$ cat src/rtl/pipelined_chunk_adder.sv
`default_nettype none
// ============================================================================
// Module   : pipelined_chunk_adder
// Brief    : WIDTH-bit add/subtract built from CHUNK-bit ripple slices, one
//            register stage per slice, valid/ready handshake with a global
//            stall. Upper operand slices travel down the pipe and finished low
//            result slices travel with them so a whole result exits at once.
// Revision : 1.0 - initial release
// ============================================================================
module pipelined_chunk_adder #(
  parameter int WIDTH = 16,
  parameter int CHUNK = 4
) (
  input  logic             clk,
  input  logic             rst_n,
  input  logic             in_valid,
  output logic             in_ready,
  input  logic [WIDTH-1:0] a,
  input  logic [WIDTH-1:0] b,
  input  logic             sub,
  output logic             out_valid,
  input  logic             out_ready,
  output logic [WIDTH:0]   result,
  output logic             ovf
);

  localparam int c_STAGES = WIDTH / CHUNK;

  if ((WIDTH % CHUNK) != 0 || c_STAGES < 1 || c_STAGES > 32) begin : g_bad_params
    $error("pipelined_chunk_adder: WIDTH must be a multiple of CHUNK with 1..32 stages");
  end

  // Whole pipe advances together whenever the output slot is free or drained.
  // in_ready is therefore combinational on out_ready.
  logic w_en;
  assign w_en     = ~out_valid | out_ready;
  assign in_ready = w_en;

  for (genvar k = 0; k < c_STAGES; k++) begin : g_stage
    // Operand bits still unresolved when they reach this stage.
    localparam int c_IN_W = WIDTH - k * CHUNK;

    logic [c_IN_W-1:0]      w_opa;
    logic [c_IN_W-1:0]      w_opb;
    logic                   w_cin;
    logic                   w_vin;
    logic [CHUNK-1:0]       w_slice;
    logic                   w_cout;
    logic [(k+1)*CHUNK-1:0] w_sum_nxt;

    logic                   r_valid;
    logic                   r_carry;
    logic [(k+1)*CHUNK-1:0] r_sum;

    if (k == 0) begin : g_head
      // Subtraction enters as A + ~B + 1; the +1 is the slice-0 carry-in.
      assign w_opa     = a;
      assign w_opb     = b ^ {WIDTH{sub}};
      assign w_cin     = sub;
      assign w_vin     = in_valid;
      assign w_sum_nxt = w_slice;
    end else begin : g_body
      assign w_opa     = g_stage[k-1].g_fwd.r_a;
      assign w_opb     = g_stage[k-1].g_fwd.r_b;
      assign w_cin     = g_stage[k-1].r_carry;
      assign w_vin     = g_stage[k-1].r_valid;
      assign w_sum_nxt = {w_slice, g_stage[k-1].r_sum};
    end

    // Plain ripple of full-adder cells across this stage's slice.
    always_comb begin
      logic w_rip;
      w_rip   = w_cin;
      w_slice = '0;
      for (int i = 0; i < CHUNK; i++) begin
        w_slice[i] = w_opa[i] ^ w_opb[i] ^ w_rip;
        w_rip      = (w_opa[i] & w_opb[i]) | (w_rip & (w_opa[i] ^ w_opb[i]));
      end
      w_cout = w_rip;
    end

    // Stage register: valid bit, accumulated low result and slice carry-out.
    always_ff @(posedge clk or negedge rst_n) begin
      if (!rst_n) begin
        r_valid <= 1'b0;
        r_carry <= 1'b0;
        r_sum   <= '0;
      end else if (w_en) begin
        r_valid <= w_vin;
        r_carry <= w_cout;
        r_sum   <= w_sum_nxt;
      end
    end

    if (k == c_STAGES - 1) begin : g_last
      // Carry into the MSB recovered from the MSB sum bit: s = a ^ b ^ cin.
      logic w_cmsb;
      logic r_ovf;
      assign w_cmsb = w_opa[CHUNK-1] ^ w_opb[CHUNK-1] ^ w_slice[CHUNK-1];

      // Signed overflow registered alongside the final result slice.
      always_ff @(posedge clk or negedge rst_n) begin
        if (!rst_n) begin
          r_ovf <= 1'b0;
        end else if (w_en) begin
          r_ovf <= w_cmsb ^ w_cout;
        end
      end
    end else begin : g_fwd
      logic [c_IN_W-CHUNK-1:0] r_a;
      logic [c_IN_W-CHUNK-1:0] r_b;

      // Delay-match the operand slices not yet consumed.
      always_ff @(posedge clk or negedge rst_n) begin
        if (!rst_n) begin
          r_a <= '0;
          r_b <= '0;
        end else if (w_en) begin
          r_a <= w_opa[c_IN_W-1:CHUNK];
          r_b <= w_opb[c_IN_W-1:CHUNK];
        end
      end
    end
  end

  assign out_valid = g_stage[c_STAGES-1].r_valid;
  assign result    = {g_stage[c_STAGES-1].r_carry, g_stage[c_STAGES-1].r_sum};
  assign ovf       = g_stage[c_STAGES-1].g_last.r_ovf;

endmodule
`default_nettype wire
$ cat config.mk
export PLATFORM = sky130hd
export DESIGN_NAME = pipelined_chunk_adder
export DESIGN_NICKNAME = d
export VERILOG_FILES = /design/src/rtl/pipelined_chunk_adder.sv
export SDC_FILE = /design/constraint.sdc
export NUM_CORES = 1
export LEC_CHECK = 0
export CAP_MARGIN = 20
export CORE_MARGIN = 4
export CORE_UTILIZATION = 45
export DETAILED_ROUTE_END_ITERATION = 7
export PLACE_DENSITY = 0.73
export SETUP_SLACK_MARGIN = 0.02
export SLEW_MARGIN = 15
export SYNTH_ARGS = -nofsm -noshare
export SYNTH_HDL_FRONTEND = slang
export SYNTH_SLANG_ARGS = --single-unit
$ cat constraint.sdc
create_clock -name clk -period 4.15 [get_ports clk]
set_clock_uncertainty 0.15 [all_clocks]
set_input_delay 0.83 -clock clk [delete_from_list [all_inputs] [get_ports clk]]
set_output_delay 0.83 -clock clk [all_outputs]
set_load 0.01 [all_outputs]
* Yosys cells after proc, flatten, opt, wreduce, memory -nomap -nowiden
Index checks and enable logic that the tools add are counted.
** Storage, ports and cells
- Output and inout port bits :: 20
- Logic and storage cells :: 104
- Register bits :: 97
- Input port bits :: 37
** Cells by class
- Bitwise logic cells :: 85
** Operators with widths (number)
- $xor 1x1->1 :: 34
- $and 1x1->1 :: 32
- $or 1x1->1 :: 17
- $xor 16x16->16 :: 1
- $not 1->1 :: 1

* Depth between registers and ports, before layout
Gate-level depths: netlist (run 1).
- Word-level depth :: 10
- Gate-level depth with buffers :: 9
- Depth with buffers taken out :: 9

* Least setup slack after synthesis (run 1)
No wires, ideal clock.
- Path kind :: input-to-reg
- Start point :: input port sub
- End point :: register g_stage[0].r_sum[3]
- Stages :: 8
- Buffers on the path :: 2
- Path slack :: 1.012 ns
- Data arrival time :: 2.863 ns
- Required time :: 3.875 ns
- Library setup time :: 0.125 ns
- Path through :: buf_2 buf_2 xnor2_1 fa_1 fa_1 inv_1 fa_1 mux2_2
** Between the ends
- Word-level cells in the longest chain between the ends :: 9
- Elaborated cells between the ends (all ways) :: 15
- Classes of those cells :: 15 x bitwise
** Ends and longest elaborated chain
- start, declared :: line 20 : input logic sub,
- $xor 16x16->16 :: line 58 : assign w_opb = b ^ {WIDTH{sub}};
- $xor 1x1->1 :: line 77 : w_rip = (w_opa[i] & w_opb[i]) | (w_rip & (w_opa[i] ^ w_opb[i]));
- $and 1x1->1 :: line 77
- $or 1x1->1 :: line 77
- $and 1x1->1 :: line 77
- $or 1x1->1 :: line 77
- $and 1x1->1 :: line 77
- $or 1x1->1 :: line 77
- $xor 1x1->1 * :: line 76 : w_slice[i] = w_opa[i] ^ w_opb[i] ^ w_rip;
- via g_stage[0].w_slice[3] :: line 47 : logic [CHUNK-1:0] w_slice;
- end signal, assigned :: line 91 : r_sum <= w_sum_nxt;
- end, declared :: line 53 : logic [(k+1)*CHUNK-1:0] r_sum;
The timed path passes the listed nets; every way through them passes the cells marked *.
A chain may end at the register's enable or synchronous reset.

* Worst setup path after layout (run 1)
- Start point :: input port out_ready
- End point :: output port in_ready
** Between the ends
- Word-level cells in the longest chain between the ends :: 1
** Ends and longest elaborated chain
- start, declared :: line 22 : input logic out_ready,
- $or 1x1->1 :: line 36 : assign w_en = ~out_valid | out_ready;
- end, declared :: line 17 : output logic in_ready,
No other way between the ends.

==> results by group, run 1 <==
Synthesis
  • Synth unique cells: 17
  • Mapped Nets: 330
  • Mapped Avg Cell Area: 15.29 um^2
  • Cell count after synthesis: 277
  • Mapped Area: 4235 um^2
  • Synth Warn #: 0
  • Synth Register Bits: 97
  • Sequential-to-total area share from yosys stat: 57.31%

Timing
  • Worst Tran Pin Value: 0.7497 ns
  • Slew Limit Headroom: 50.02%
  • Final Setup Violations: 0
  • Final-report hold violation count: 0
  • Post-route minimum period: 3.372 ns
  • TNS Setup: 0 ns
  • RSZ-0062 raised after global routing: false
  • Fmax: 296.5 MHz
  • Max-slew violation count: 0
  • Final Cycle Share: 81.26%

Worst setup path
  • Worst-path maximum fanout: 10
  • Cell mode on critical path: clkdlybuf4s50_1
  • Crit path max-delay family: buffers and inverters
  • Worst reg2reg setup slack: 1.23 ns
  • Crit end category: primary output
  • Crit path required time: 3.17 ns
  • Critical-path top delay cell: clkdlybuf4s50_1
  • Arrival @ worst endpoint: 2.39 ns
  • Crit path buf inv count: 2
  • CP max stage delay: 0.78 ns
  • WS Path Type: in -> out
  • Startpoint types: primary input
  • Crit-path cells: clkdlybuf4s50_1, nand2b_4, clkdlybuf4s50_1

Outcome
  • Status: completed

Clock tree
  • H-tree levels: 3
  • Num CTS Buffers: 9
  • Post_cts resized: 0
  • CTS tree: done
  • Reg clk slew, reported paths: 0.09 ns
  • Worst-skew pair later-pin latency: 0.35 ns
  • Bufs on Longest Clock Path: 2
  • Postcts setup bufs: 0
  • Root Driver: clkbuf_8
  • Sink Count: 97
  • # hold bufs at CTS: 0

Pwr
  • P_leak: 2.207 nW
  • Peak supply drop: 328.0 uV
  • Pwr per Cell Area: 702.9 nW/um^2

Global routing
  • Pin count of the biggest net entering global routing: 58
  • Global-route wire length before repair: 11650 um
  • Initial antenna violation count: 0
  • GRT Util Overall: 13.35%
  • Vias in the first global route: 2358
  • Gr ovfl total: 0

Die
  • Die width: 105.0 um
  • Initial core utilization: 46.05%
  • Core area: 9196 um^2
  • Die height: 105.0 um
  • I/O pin count: 57
  • Standard-cell row count: 35
  • Die area: 11030 um^2

Final layout
  • Post-layout nets: 387
  • Fin util: 54.88%
  • Ant. Diodes: 0
  • Share of layout cells above drive strength 1: 31.27%
  • Area grow syn2layout: 19.17%

Flow run
  • Max cap viols: 0

Min path
  • Min-delay worst type: in -> async

Drt
  • Drt wl/cell: 15.08 um
  • Total wire length: 6787 um
  • DR vias/cell: 4.878
  • First-pass iteration count of the detailed router: 4
  • Initial DRC Count: 62
  • ANT nets after route: 0
  • DRC viols: 0
  • Vias: 2195

Placement
  • Gpl congestion: 0.7044
  • Port bufs: 56
  • Hpwl dp: 4699 um
==> cell type report <==
cell class | count | area [um^2]
well taps | 111 | 138.9
multi-input cells | 141 | 1609
clock buffers | 10 | 137.6
repair buffers | 61 | 595.6
flip-flops and latches | 97 | 2427
fillers | 778 | 4149
inverters | 24 | 90.09
clock inverters | 6 | 48.80
==> metrics by stage <==
step | power, W | std cells | area [um^2] | worst slack (ns) | hold WS, ns
finish | 0.003548 | 450 | 5047 | 0.7775 | 0.2999
global placement | 0.002967 | 434 | 4861 | 0.7840 | 0.2914
floorplan | 0.002555 | 277 | 4235 | 1.012 | 0.2805
detailed placement | 0.003030 | 434 | 4861 | 0.7548 | 0.3075
CTS | 0.003609 | 450 | 5047 | 0.7791 | 0.3025
global route | 0.003826 | 450 | 5047 | 0.7023 | 0.3208
==> final timing paths <==
path                                                      from  depth (start not counted)                             endpoint
min in group clk                g_stage[2].r_valid$_DFFE_PN0P_                          1                out_valid$_DFFE_PN0P_
worst max register to register  g_stage[2].r_carry$_DFFE_PN0P_                          9                      ovf$_DFFE_PN0P_
worst min-delay path                                     rst_n                          1      g_stage[3].r_sum[9]$_DFFE_PN0P_
max in group asynchronous                                rst_n                          2  g_stage[1].g_fwd.r_b[3]$_DFFE_PN0P_
worst min register to register  g_stage[2].r_valid$_DFFE_PN0P_                          1                out_valid$_DFFE_PN0P_
worst max-delay path                                 out_ready                          3                             in_ready
==> flip-flops by register name (all words and copies together) (netlist names) <==
| signal | flops |
|---|---|
| out_valid | 1 |
| g_stage.g_fwd.r_b | 24 |
| g_stage.r_sum | 40 |
| g_stage.r_carry | 4 |
| g_stage.r_valid | 3 |
| g_stage.g_fwd.r_a | 24 |
| ovf | 1 |
==> cells in the mapped netlist <==
| master | instances | area (um^2) |
|---|---|---|
| dfrtp_1 | 97 | 2427 |
| mux2_2 | 79 | 889.6 |
| inv_1 | 24 | 90.09 |
| fa_1 | 15 | 300.3 |
| xor2_1 | 12 | 105.1 |
| a21oi_1 | 9 | 45.04 |
| buf_2 | 9 | 45.04 |
| nor3b_1 | 9 | 67.56 |
| buf_6 | 5 | 56.30 |
| mux2i_1 | 5 | 50.05 |
| mux2_4 | 4 | 60.06 |
| xnor2_1 | 4 | 35.03 |
| buf_4 | 1 | 7.510 |
| ha_1 | 1 | 12.51 |
| nand2b_1 | 1 | 6.260 |
| nand2b_4 | 1 | 13.76 |
| xor3_1 | 1 | 23.77 |
==> cell usage in the layout (no fill, tap or decap), types with 4 or more instances in the layout <==
cell and instances:
inv_1 24, dfrtp_1 97, inv_6 4, clkbuf_8 10
buf_4 6, fa_1 15, mux2i_1 5, clkdlybuf4s50_1 55
mux2_2 79, xor2_1 12, mux2_4 4, xnor2_1 4
nor3b_1 9, a21oi_1 9
==> worst register-to-register path, stage by stage, from the launching register on <==
cell and delay, ns:
dfrtp_1 0.37, inv_1 0.10, fa_1 0.18, inv_1 0.05, fa_1 0.39, fa_1 0.37, inv_1 0.09, fa_1 0.45
xor3_1 0.38, mux2_2 0.27
==> per-layer routing <==
layer	global-route usage, %	vias up	part of all wire (%)
met1	19.32	1105	49
met5	0	-	0
li1	-	1038	-
met3	3.088	6	4.5
met4	5.342	0	1.1
met2	19.48	46	45
==> where the power goes <==
group / switching, W / internal (W) / leakage, nW
logic: 0.000524 / 0.000845 / 0.987
clock network: 0.000330 / 0.000243 / 0.0981
registers: 0.000235 / 0.00137 / 1.12
==> cell families after synthesis <==
logic type               Yosys count  share of synthesized area [%]
AND/OR/NAND/NOR                   11                          2.068
buffers and inverters             39                          4.697
adder cells (fa/ha/maj)           16                          7.386
flip-flops                        97                          57.31
multiplexers                      88                          23.60
AO/OA/AOI/OAI                      9                          1.063
XOR/XNOR                          17                          3.870
(Power assumes the default switching activity.)
==> run 2: changes to the inputs <==
Settings changed: PLACE_DENSITY 0.73 to 0.76.
Clock period 4.15 ns to 2.7 ns, I/O delays scaled along.
==> run 2 against run 1 <==
Effect of this change: combinational power increased by 58%; utilization grew 1.3 points; non-clock buffer count up 2; highest routed layer unchanged; first-iteration DRC count fell by 6.5%.
==> results by group, run 2 (synthesized netlist as in run 1, its figures left out) <==
Worst setup path
  • Worst reg2reg setup slack: 0.07 ns
  • Worst-path maximum fanout: 2
  • Critical-path top delay cell: fa_2
  • CP max stage delay: 0.45 ns
  • Crit path required time: 2.80 ns
  • Launch point of the worst path: g_stage[2].g_fwd.r_a[0]$_DFFE_PN0P_
  • WS Path Type: reg -> reg
  • Crit end category: register
  • RR Startpoint: g_stage[2].g_fwd.r_a[0]$_DFFE_PN0P_
  • Crit-path cells: inv_1, fa_1, inv_2, fa_2, fa_2, inv_2, fa_2, xor3_1, mux2_2
  • Startpoint types: register
  • Arrival @ worst endpoint: 2.73 ns
  • Cell mode on critical path: fa_2

Pwr
  • Tot Pwr: 0.005813 W
  • Pwr per Cell Area: 1125 nW/um^2
  • Peak supply drop: 426.3 uV
  • P_leak: 2.247 nW

Placement
  • Hpwl dp: 4886 um
  • Port bufs: 56
  • Gpl congestion: 0.7242
  • Pre-CTS WS: -0.4499 ns
  • Placed insts: 435

Die
  • Standard-cell row count: 35
  • Die area: 11030 um^2
  • I/O pin count: 57
  • Die width: 105.0 um
  • Initial core utilization: 46.05%
  • Die height: 105.0 um
  • Core area: 9196 um^2

Clock tree
  • Root Driver: clkbuf_8
  • Num CTS Buffers: 9
  • Worst-skew pair later-pin latency: 0.36 ns
  • CTS tree: done
  • Bufs on Longest Clock Path: 2
  • H-tree levels: 3
  • Reg clk slew, reported paths: 0.09 ns
  • Postcts setup bufs: 0
  • Sink Count: 97

Final layout
  • Regs by FF count: g_stage.r_sum x40, g_stage.g_fwd.r_a x24, g_stage.g_fwd.r_b x24
  • Area grow syn2layout: 22.04%
  • Largest register FFs: 40
  • Post-layout nets: 389
  • Share of layout cells above drive strength 1: 32.55%
  • Commonest non-fill, non-tap cell in the layout: dfrtp_1
  • Fin cells: 452
  • Fin util: 56.20%
  • Biggest register: g_stage.r_sum
  • Most frequent cells in the layout: 97 x dfrtp_1, 79 x mux2_2, 54 x clkdlybuf4s50_1
  • Ant. Diodes: 0

Drt
  • Total wire length: 6940 um
  • First-pass iteration count of the detailed router: 4
  • Initial DRC Count: 58
  • DRC viols: 0
  • DR vias/cell: 4.838
  • Vias: 2187
  • Drt wl/cell: 15.35 um
  • ANT nets after route: 0

Timing
  • Post-route minimum period: 2.630 ns
  • RSZ-0062 raised after global routing: true
  • Worst Tran Pin Value: 0.5022 ns
  • Final Cycle Share: 97.42%
  • Fmax: 380.2 MHz
  • Final-report hold violation count: 0
  • Final Setup Violations: 0
  • Post-route setup slack: 0.06956 ns
  • TNS Setup: 0 ns
  • Max-slew violation count: 0
  • Slew Limit Headroom: 66.52%

Global routing
  • Vias in the first global route: 2406
  • Pin count of the biggest net entering global routing: 98
  • Gr ovfl total: 0
  • Global-route wire length before repair: 11830 um
  • GRT Util Overall: 13.68%
  • Initial antenna violation count: 0

Min path
  • Min-delay worst type: reg -> reg
  • Hold_sp: g_stage[2].r_valid$_DFFE_PN0P_

Flow run
  • Max cap viols: 0

Outcome
  • Status: completed
[run 2: cell types whose count changed in the layout (fill, tap and decap cells not counted), sizes merged]
cell | previous run | this run
clkinv | 2 | 0
bufinv | 0 | 4
clkbuf | 10 | 11
buf | 6 | 7
clkdlybuf4s50 | 55 | 54
dlygate4sd2 | 0 | 1
dlygate4sd3 | 0 | 1
inv | 28 | 24
clkinvlp | 0 | 1
[run 2: worst paths after layout]
kind / to / depth (start not counted)
worst max-delay path: ovf$_DFFE_PN0P_ / 9
worst min-delay path: out_valid$_DFFE_PN0P_ / 1
worst max register to register: ovf$_DFFE_PN0P_ / 9
worst min register to register: out_valid$_DFFE_PN0P_ / 1
max in group asynchronous: g_stage[2].g_fwd.r_b[3]$_DFFE_PN0P_ / 3
min in group asynchronous: g_stage[0].g_fwd.r_a[11]$_DFFE_PN0P_ / 2
[run 2: worst max-delay path, delay by kind of cell, from the launching register on]
kind	cells	cell delay [ns]
XOR/XNOR	1	0.19
adder cells (fa/ha/maj)	4	1.34
multiplexers	1	0.27
buffers and inverters	3	0.19
flip-flops	1	0.39
[run 2: repair_timing]
item,CTS,global route
hold endpoints to repair,29,0
setup endpoints to repair,2,1
gates resized for setup,5,1
hold buffers,1,0
[run 2: area by class of cell]
cell class	count	area (um^2)
clock buffer	11	131.4
clock inverter	5	127.6
fill	748	4028
inverter	24	90.09
multi-input combinational	141	1617
sequential	97	2427
tap	111	138.9
timing repair buffer	63	636.9
[run 2: per-stage QoR]
stage	hold slack, ns	instance area [um^2]
6_report	0.3090	5169
5_1_grt	0.3417	5169
4_1_cts	0.3119	5169
3_5_place_dp	0.3018	4893
3_3_place_gp	0.2943	4893
2_1_floorplan	0.09441	4244
[run 2: report_power, final]
group          total, W  switching (W)  internal (W)
sequential      0.00247       0.000361       0.00211
combinational   0.00216       0.000827       0.00133
clock           0.00119       0.000478      0.000710
total           0.00581        0.00167       0.00415
[run 2: layer usage]
| layer | routed length, um | vias up | track usage (%) |
|---|---|---|---|
| li1 | - | 1039 | - |
| met1 | 3158 | 1097 | 17.68 |
| met2 | 3401 | 40 | 22.14 |
| met3 | 232 | 11 | 2.779 |
| met4 | 148 | 0 | 6.467 |
| met5 | 0 | - | 0 |
